**config.mk**
```make
export PLATFORM = sky130hd
export DESIGN_NAME = proc_step_controller
export DESIGN_NICKNAME = d
export VERILOG_FILES = /design/src/rtl/proc_pkg.sv /design/src/rtl/proc_step_controller_ctrl_decode.sv /design/src/rtl/proc_step_controller.sv
export SDC_FILE = /design/constraint.sdc
export NUM_CORES = 1
export LEC_CHECK = 0
export CAP_MARGIN = 0
export CORE_MARGIN = 1.5
export CORE_UTILIZATION = 43
export DETAILED_ROUTE_END_ITERATION = 6
export MAX_ROUTING_LAYER = met4
export PLACE_DENSITY = 0.8
export SETUP_SLACK_MARGIN = 0.05
export SLEW_MARGIN = 10
export SYNTH_ARGS = -nofsm -noshare
export SYNTH_HDL_FRONTEND = slang
export SYNTH_SLANG_ARGS = --single-unit
```
**constraint.sdc**
```tcl
create_clock -name CLK -period 2.33 [get_ports CLK]
set_input_delay 0.233 -clock CLK [delete_from_list [all_inputs] [get_ports CLK]]
set_output_delay 0.233 -clock CLK [all_outputs]
set_load 0.02 [all_outputs]
```
**src/rtl/proc_pkg.sv**
```systemverilog
// Shared types and constants for the 10-bit multi-cycle processor control unit.
package proc_pkg;

  localparam int DATA_W = 10;

  // Instruction field boundaries: IR[9:6] opcode, IR[5:3] Rx, IR[2:0] Ry.
  localparam int OP_HI = 9;
  localparam int OP_LO = 6;
  localparam int RX_HI = 5;
  localparam int RX_LO = 3;
  localparam int RY_HI = 2;
  localparam int RY_LO = 0;

  // Opcodes 8-15 have no name on purpose: they decode as NOP.
  typedef enum logic [3:0] {
    OP_LOAD = 4'd0,
    OP_MOV  = 4'd1,
    OP_ADD  = 4'd2,
    OP_SUB  = 4'd3,
    OP_INV  = 4'd4,
    OP_NEG  = 4'd5,
    OP_SHR  = 4'd6,
    OP_SHL  = 4'd7
  } opcode_t;

  typedef enum logic [1:0] {
    T0 = 2'd0,
    T1 = 2'd1,
    T2 = 2'd2,
    T3 = 2'd3
  } state_t;

  typedef enum logic [2:0] {
    ALU_ADD = 3'd0,
    ALU_SUB = 3'd1,
    ALU_INV = 3'd2,
    ALU_NEG = 3'd3,
    ALU_SHR = 3'd4,
    ALU_SHL = 3'd5
  } alu_op_t;

  // Register index to one-hot enable/select vector.
  function automatic logic [7:0] reg_onehot(input logic [2:0] idx);
    logic [7:0] r;
    r = 8'b0000_0001 << idx;
    return r;
  endfunction

endpackage

```
**src/rtl/proc_step_controller_ctrl_decode.sv**
```systemverilog
// Combinational control-word decoder: (state, IR, STEP) -> datapath controls
// and next state. Load enables and Done are qualified by step_i; bus selects
// and ALU op depend on state/IR only so the bus is stable for the whole state.
module ctrl_decode
  import proc_pkg::*;
(
  input  state_t                  state_i,
  input  logic [DATA_W-1:0]       ir_i,
  input  logic                    step_i,
  output logic [7:0]              rin_o,
  output logic [7:0]              rout_o,
  output logic                    ain_o,
  output logic                    gin_o,
  output logic                    gout_o,
  output logic                    ext_o,
  output alu_op_t                 alu_op_o,
  output logic                    done_o,
  output state_t                  next_state_o
);

  opcode_t    opcode;
  logic [7:0] rx_oh;
  logic [7:0] ry_oh;
  state_t     adv_state;

  assign opcode = opcode_t'(ir_i[OP_HI:OP_LO]);
  assign rx_oh  = reg_onehot(ir_i[RX_HI:RX_LO]);
  assign ry_oh  = reg_onehot(ir_i[RY_HI:RY_LO]);

  // Per-state micro-operations; unexpected state/opcode pairs go back to T0 idle.
  always_comb begin
    rin_o     = 8'h00;
    rout_o    = 8'h00;
    ain_o     = 1'b0;
    gin_o     = 1'b0;
    gout_o    = 1'b0;
    ext_o     = 1'b0;
    alu_op_o  = ALU_ADD;
    done_o    = 1'b0;
    adv_state = T0;
    case (state_i)
      T0: begin
        adv_state = T1;
      end
      T1: begin
        case (opcode)
          OP_LOAD: begin
            ext_o  = 1'b1;
            rin_o  = step_i ? rx_oh : 8'h00;
            done_o = step_i;
          end
          OP_MOV: begin
            rout_o = ry_oh;
            rin_o  = step_i ? rx_oh : 8'h00;
            done_o = step_i;
          end
          OP_ADD, OP_SUB: begin
            rout_o    = rx_oh;
            ain_o     = step_i;
            adv_state = T2;
          end
          OP_INV: begin
            rout_o    = ry_oh;
            gin_o     = step_i;
            alu_op_o  = ALU_INV;
            adv_state = T2;
          end
          OP_NEG: begin
            rout_o    = ry_oh;
            gin_o     = step_i;
            alu_op_o  = ALU_NEG;
            adv_state = T2;
          end
          OP_SHR: begin
            rout_o    = ry_oh;
            gin_o     = step_i;
            alu_op_o  = ALU_SHR;
            adv_state = T2;
          end
          OP_SHL: begin
            rout_o    = ry_oh;
            gin_o     = step_i;
            alu_op_o  = ALU_SHL;
            adv_state = T2;
          end
          default: begin
            done_o = step_i;
          end
        endcase
      end
      T2: begin
        case (opcode)
          OP_ADD, OP_SUB: begin
            rout_o    = ry_oh;
            gin_o     = step_i;
            alu_op_o  = (opcode == OP_SUB) ? ALU_SUB : ALU_ADD;
            adv_state = T3;
          end
          OP_INV, OP_NEG, OP_SHR, OP_SHL: begin
            gout_o = 1'b1;
            rin_o  = step_i ? rx_oh : 8'h00;
            done_o = step_i;
          end
          default: begin
            adv_state = T0;
          end
        endcase
      end
      T3: begin
        if (opcode == OP_ADD || opcode == OP_SUB) begin
          gout_o = 1'b1;
          rin_o  = step_i ? rx_oh : 8'h00;
          done_o = step_i;
        end
      end
      default: begin
        adv_state = T0;
      end
    endcase
    next_state_o = step_i ? adv_state : state_i;
  end

endmodule

```
**src/rtl/proc_step_controller.sv**
```systemverilog
// Multi-cycle control unit: holds the state register, IR and retired-instruction
// counter, and drives the datapath control word produced by ctrl_decode.
// STEP is a one-cycle pulse; the state advances only in cycles where STEP=1.
module proc_step_controller #(
  parameter int DATA_W = 10,
  parameter int CNT_W  = 10
) (
  input  logic              CLK,
  input  logic              RST,
  input  logic              STEP,
  input  logic [DATA_W-1:0] Data_in,
  output logic [7:0]        Rin,
  output logic [7:0]        Rout,
  output logic              Ain,
  output logic              Gin,
  output logic              Gout,
  output logic              Ext,
  output logic [2:0]        ALU_op,
  output logic              Done,
  output logic [DATA_W-1:0] IR,
  output logic [1:0]        State,
  output logic [CNT_W-1:0]  Icount
);
  import proc_pkg::*;

  state_t              state_q, state_d;
  logic [DATA_W-1:0]   ir_q, ir_d;
  logic [CNT_W-1:0]    icount_q, icount_d;

  logic                step_qual;
  logic [7:0]          dec_rin, dec_rout;
  logic                dec_ain, dec_gin, dec_gout, dec_ext, dec_done;
  alu_op_t             dec_alu_op;
  state_t              dec_next_state;

  // Reset wins over STEP, so a coincident STEP must not fire any load enable.
  assign step_qual = STEP & ~RST;

  ctrl_decode u_decode (
    .state_i      (state_q),
    .ir_i         (ir_q),
    .step_i       (step_qual),
    .rin_o        (dec_rin),
    .rout_o       (dec_rout),
    .ain_o        (dec_ain),
    .gin_o        (dec_gin),
    .gout_o       (dec_gout),
    .ext_o        (dec_ext),
    .alu_op_o     (dec_alu_op),
    .done_o       (dec_done),
    .next_state_o (dec_next_state)
  );

  // Control outputs, forced idle while reset is asserted.
  always_comb begin
    Rin    = 8'h00;
    Rout   = 8'h00;
    Ain    = 1'b0;
    Gin    = 1'b0;
    Gout   = 1'b0;
    Ext    = 1'b0;
    ALU_op = ALU_ADD;
    Done   = 1'b0;
    if (!RST) begin
      Rin    = dec_rin;
      Rout   = dec_rout;
      Ain    = dec_ain;
      Gin    = dec_gin;
      Gout   = dec_gout;
      Ext    = dec_ext;
      ALU_op = dec_alu_op;
      Done   = dec_done;
    end
  end

  // Next-state values for state, IR capture in T0, and retire counting.
  always_comb begin
    state_d  = dec_next_state;
    ir_d     = ir_q;
    icount_d = icount_q;
    if (state_q == T0 && step_qual) begin
      ir_d = Data_in;
    end
    if (Done) begin
      icount_d = icount_q + {{(CNT_W-1){1'b0}}, 1'b1};
    end
  end

  // State, IR and counter registers with synchronous reset.
  always_ff @(posedge CLK) begin
    if (RST) begin
      state_q  <= T0;
      ir_q     <= '0;
      icount_q <= '0;
    end else begin
      state_q  <= state_d;
      ir_q     <= ir_d;
      icount_q <= icount_d;
    end
  end

  assign IR     = ir_q;
  assign State  = state_q;
  assign Icount = icount_q;

endmodule
```
# Word-level counts from Yosys, hierarchy flattened
# Cells that the tools add are included.
dict set report totals {
  reg_bits 22
  inputBits 13
  out_inout_bits 46
  word_cells 62
}
dict set report op_classes {
  n_addsub 1
  n_eq_ne 10
  shift 2
  muxes 35
  bitwise 2
  reduce_logical 9
}
# operator n
set op_table {}
lappend op_table {{two-way mux 8 bit} 7}
lappend op_table {{case mux 8 bit (2 select lines)} 2}
lappend op_table {{case mux 8 bit (3 select lines)} 1}
lappend op_table {{== test 4 x 3 -> 1 bit, second input constant} 4}
lappend op_table {{left shift 1 x 3 -> 8 bit, first input constant} 2}
lappend op_table {{two-way mux 1 bit} 15}
lappend op_table {{case mux 3 bit (4 select lines)} 1}
lappend op_table {{adder 10 x 1 -> 10 bit, second input constant} 1}
lappend op_table {{== test 4 x 2 -> 1 bit, second input constant} 2}
lappend op_table {{two-way mux 3 bit} 2}
lappend op_table {{case mux 2 bit (3 select lines)} 1}
lappend op_table {{case mux 3 bit (2 select lines)} 1}
lappend op_table {{OR reduction 6 bit} 1}
lappend op_table {{OR reduction 5 bit} 1}
lappend op_table {{== test 2 bit, second input constant} 2}
lappend op_table {{== test 4 x 1 -> 1 bit, second input constant} 1}
lappend op_table {{zero test 4 bit} 1}
lappend op_table {{two-way mux 2 bit} 2}
lappend op_table {{case mux 1 bit (2 select lines)} 2}
lappend op_table {{OR reduction 2 bit} 2}
lappend op_table {{OR reduction 4 bit} 1}
lappend op_table {{case mux 1 bit (3 select lines)} 1}
lappend op_table {{== test 2 x 1 -> 1 bit, second input constant} 1}
lappend op_table {{zero test 2 bit} 1}
lappend op_table {{other kinds (4)} 4}

# Longest topological paths before layout
dict set report depth {
  ltp_word 6
  ltp_mapped 8
  mapped_depth_nobuf 6
}

# By module
# Synthesis repeated with hierarchy kept, for this count alone.
dict set report unflattened {
  hier_cells 226
  hier_area_um2 1793.0
}
# mod instances cells_each area_each_um2 seq_area_each_um2
set modules_own_cells {}
lappend modules_own_cells {proc_step_controller 1 123 1014.7 440.4}
lappend modules_own_cells {ctrl_decode 1 103 778.2 0.0}

# Least setup slack after synthesis
# Ideal clock, no wire load.
dict set report synth_path {
  path_kind {register to output}
  startpoint {reg state_q[0] (netlist: State[0])}
  endpoint {out Rin[0]}
  arrival_time_ns 2.244
  slack_ns -0.147
  stages_incl_launch_ff 7
  n_path_buf 0
  path_cell_list {dfxtp_1 -> inv_1 -> ha_1 -> or3b_4 -> a2111oi_0 -> nand2_1 -> nor3_1}
}
dict set report synth_via {
  elab_chain_cells 3
  elab_cells_between_ends 5
  classes_between {eq/ne (3); mux (2)}
}
# element line
set synth_lines {}
lappend synth_lines {{from (decl)} proc_step_controller.sv:26} ;# state_t state_q, state_d;
lappend synth_lines {{from (signal assigned)} proc_step_controller.sv:96} ;# state_q <= state_d;
lappend synth_lines {{== test 2 bit / == test 2 x 1 -> 1 bit (equally long branches)} proc_step_controller_ctrl_decode.sv:41} ;# case (state_i)
lappend synth_lines {{case mux 8 bit (3 select lines) *} proc_step_controller_ctrl_decode.sv:41}
lappend synth_lines {{two-way mux 8 bit *} proc_step_controller.sv:64} ;# if (!RST) begin
lappend synth_lines {{to (decl)} proc_step_controller.sv:12} ;# output logic [7:0] Rin,
# Every way passes the cells marked *; elsewhere a longest branch is shown, timed or not.

# Worst setup path after layout
dict set report layout_path {
  startpoint {reg state_q[1] (netlist: State[1])}
  endpoint {out Rin[0]}
}
# Same word-level chain as after synthesis.

==> reports/qor.yml <==
antenna_found_initial: 0
power.share.switching: 0.305
start_util: 0.467
ant_nets: 0
yosys_warnings: 0
slew_viol_final: 0
slew_headroom: 0.656
path_class: "register to output pin"
reg2reg_depth: 8
ir_drop_v: 0.000367
grt_first_pass_wirelength_mm: 7.09
rows: 20
cts_tree: "done"
pin_count: 59
r2r_slack_ns: 0.15
grt-ovfl-total: 0
wl_per_cell_um: 14.6
vias_per_cell: 5.53
io_buffers: 58
reg2reg_from: "State[1]"
status: "completed"
core_um2: 3130
htree_levels: 1
drt_iter0_drc: 82
synth.most_common_cell: "nand2_1"
syn_nets: 219
grt_max_degree: 18
drc: 0
worstPathRequired_ns: 2.10
r2r-end: "Icount[8]"
synth-edff-count: 0
setup_viol: 0
min-delay-start: "Data_in[3]"
synth_area_leaders: "dfxtp_1, nand2_1, a21oi_1"
crit_path_end_kind: "output pin"
cts_hold_buffers: 0
clk-insertion-delay-late_ns: 0.32
async_flop_share: 0
layout.nets: 292
gp_congestion: 0.807
vias: 1754
start_kind: "register"
period_needed_ns: 2.31
drv_cap: 0
synth.top_cells.by_count: "nand2_1, dfxtp_1, a21oi_1"
cts_buffer_depth: 2
min_path_type: "primary input to register"
syn_area_per_cell_um2: 7.26
fillers: 230
synth_cell_type_count: 39
power-per-cell-area_nw_per_um2: 423
final_area_um2: 2340
p_comb_frac: 0.260
hold_path_depth: 3
skew_ns: 0.00606
rsz0062_at_grt: "true"
finalHoldViolations: 0
ys_ff_latch: 22
leakagePower_nw: 0.909
clk_pin_slew_ns: 0.14
netlist_instances: 201
tightestPinTransition_ns: 0.516
grt_pass1_vias: 1491
synth-seq-area-share: 0.302
fin_crit_sh: 0.993
clock_sinks: 22
critPathArrivalTime_ns: 2.08
post-route-util: 0.750
synth_top_area_share: 0.302
crit_fanout: 4
dieArea_um2: 3750
place_area_um2: 2210
max_clock_freq_ghz: 0.432
firstDrtPassIters: 4
synthToLayoutAreaGrowth_pct: 60.6
hold_end: "IR[3]"
drt-total-wl_mm: 4.63
gr-usage-all-layers: 0.261
synth_top_cell_by_area: "dfxtp_1"
synth_ff_type: "dfxtp_1"
clock_power_share: 0.306
numCtsBuffers: 3
switching_power_mw: 0.302
synthesis.area_um2: 1460
hpwl_mm: 3.21
internal_power_mw: 0.690
diodes: 0
drive_gt1_frac: 0.253
die_w_um: 61.3
seqPwrFrac: 0.434
die_y_um: 61.3
cts_root_buffer: "clkbuf_4"
hold_slack_ns: 0.423
==> timing repair <==
item,CTS,global route
setup endpoints to repair,24,22
pin swaps,4,4
resized for setup,94,24
setup buffers,1,2
==> power groups by stage <==
stage	sequential, mW	combinational, mW	clock (mW)
global route	0.435	0.278	0.325
global placement	0.432	0.226	0
finish	0.431	0.258	0.304
CTS	0.426	0.238	0.313
detailed placement	0.432	0.229	0
floorplan	0.437	0.114	0
==> through the flow <==
step	power [mW]	setup WS (ns)	std cells	TNS, ns
floorplan	0.551	0.00544	201	0
global placement	0.658	-0.303	310	-2.33
detailed placement	0.661	-0.339	310	-2.59
CTS	0.977	0.0243	315	0
global route	1.04	-0.0736	317	-0.347
finish	0.992	0.0155	317	0
==> registers in the layout, indices dropped and copies added (netlist names) <==
register	cells
State	2
IR	10
Icount	10
==> per-layer routing <==
layer / routed length (um) / track usage / up-vias
li1: - / - / 866
met1: 2140 / 0.355 / 808
met2: 2130 / 0.383 / 69
met3: 264 / 0.0294 / 11
met4: 95 / 0.124 / 0
met5: 0 / - / -
==> final cells by class <==
type                            instances  area, um^2  share of cell area
Sequential cell                        22         443               0.189
Tap cell                               44        55.1              0.0235
Clock inverter                          1        30.0              0.0128
Multi-Input combinational cell        157        1060               0.451
Inverter                                8        30.0              0.0128
Timing Repair Buffer                   82         707               0.301
Clock buffer                            3        22.5             0.00961
==> how the worst max path moves through the flow <==
stage              from      end  slack [ns]  cells past startpoint
2_1_floorplan  State[0]   Rin[1]       0.005                      6
3_3_place_gp       STEP   Rin[4]       -0.30                      7
3_5_place_dp       STEP   Rin[0]       -0.34                      7
4_1_cts        State[0]  Rout[7]        0.02                      8
5_1_grt        State[1]   Rin[0]       -0.07                      8
6_report       State[1]   Rin[0]        0.02                      8
==> layout by cell type (no fill, tap or decap), drive strengths merged, types with 3 or more instances in the layout <==
cell type      count
nor3               5
ha                 5
o211ai             6
nor2              16
clkdlybuf4s50     34
buf               41
o31ai              8
nor2b              6
and2               3
clkbuf             3
a21oi             20
dlygate4sd2        5
dfxtp             22
nand2b             5
nand2             33
or4                5
and3               3
inv                8
nand3             13
==> kinds of logic (layout without fill, tap and decap cells) <==
kind of cell / after synthesis / in the layout / synth area share
multiplexers: 2 / 2 / 0.0137
buffers and inverters: 22 / 94 / 0.0600
AND/OR/NAND/NOR: 102 / 102 / 0.360
flip-flops: 22 / 22 / 0.302
AO/OA/AOI/OAI: 48 / 48 / 0.222
adder cells (fa/ha/maj): 5 / 5 / 0.0428
==> critical path: stages (launching register included) <==
cell and delay (ns):
dfxtp_2 0.36, inv_2 0.06, ha_4 0.15, or3b_4 0.41
a2111oi_4 0.19, buf_4 0.19, nand2_4 0.08, nor3_4 0.18
buf_6 0.14
Power figures use the tool's default switching activity.
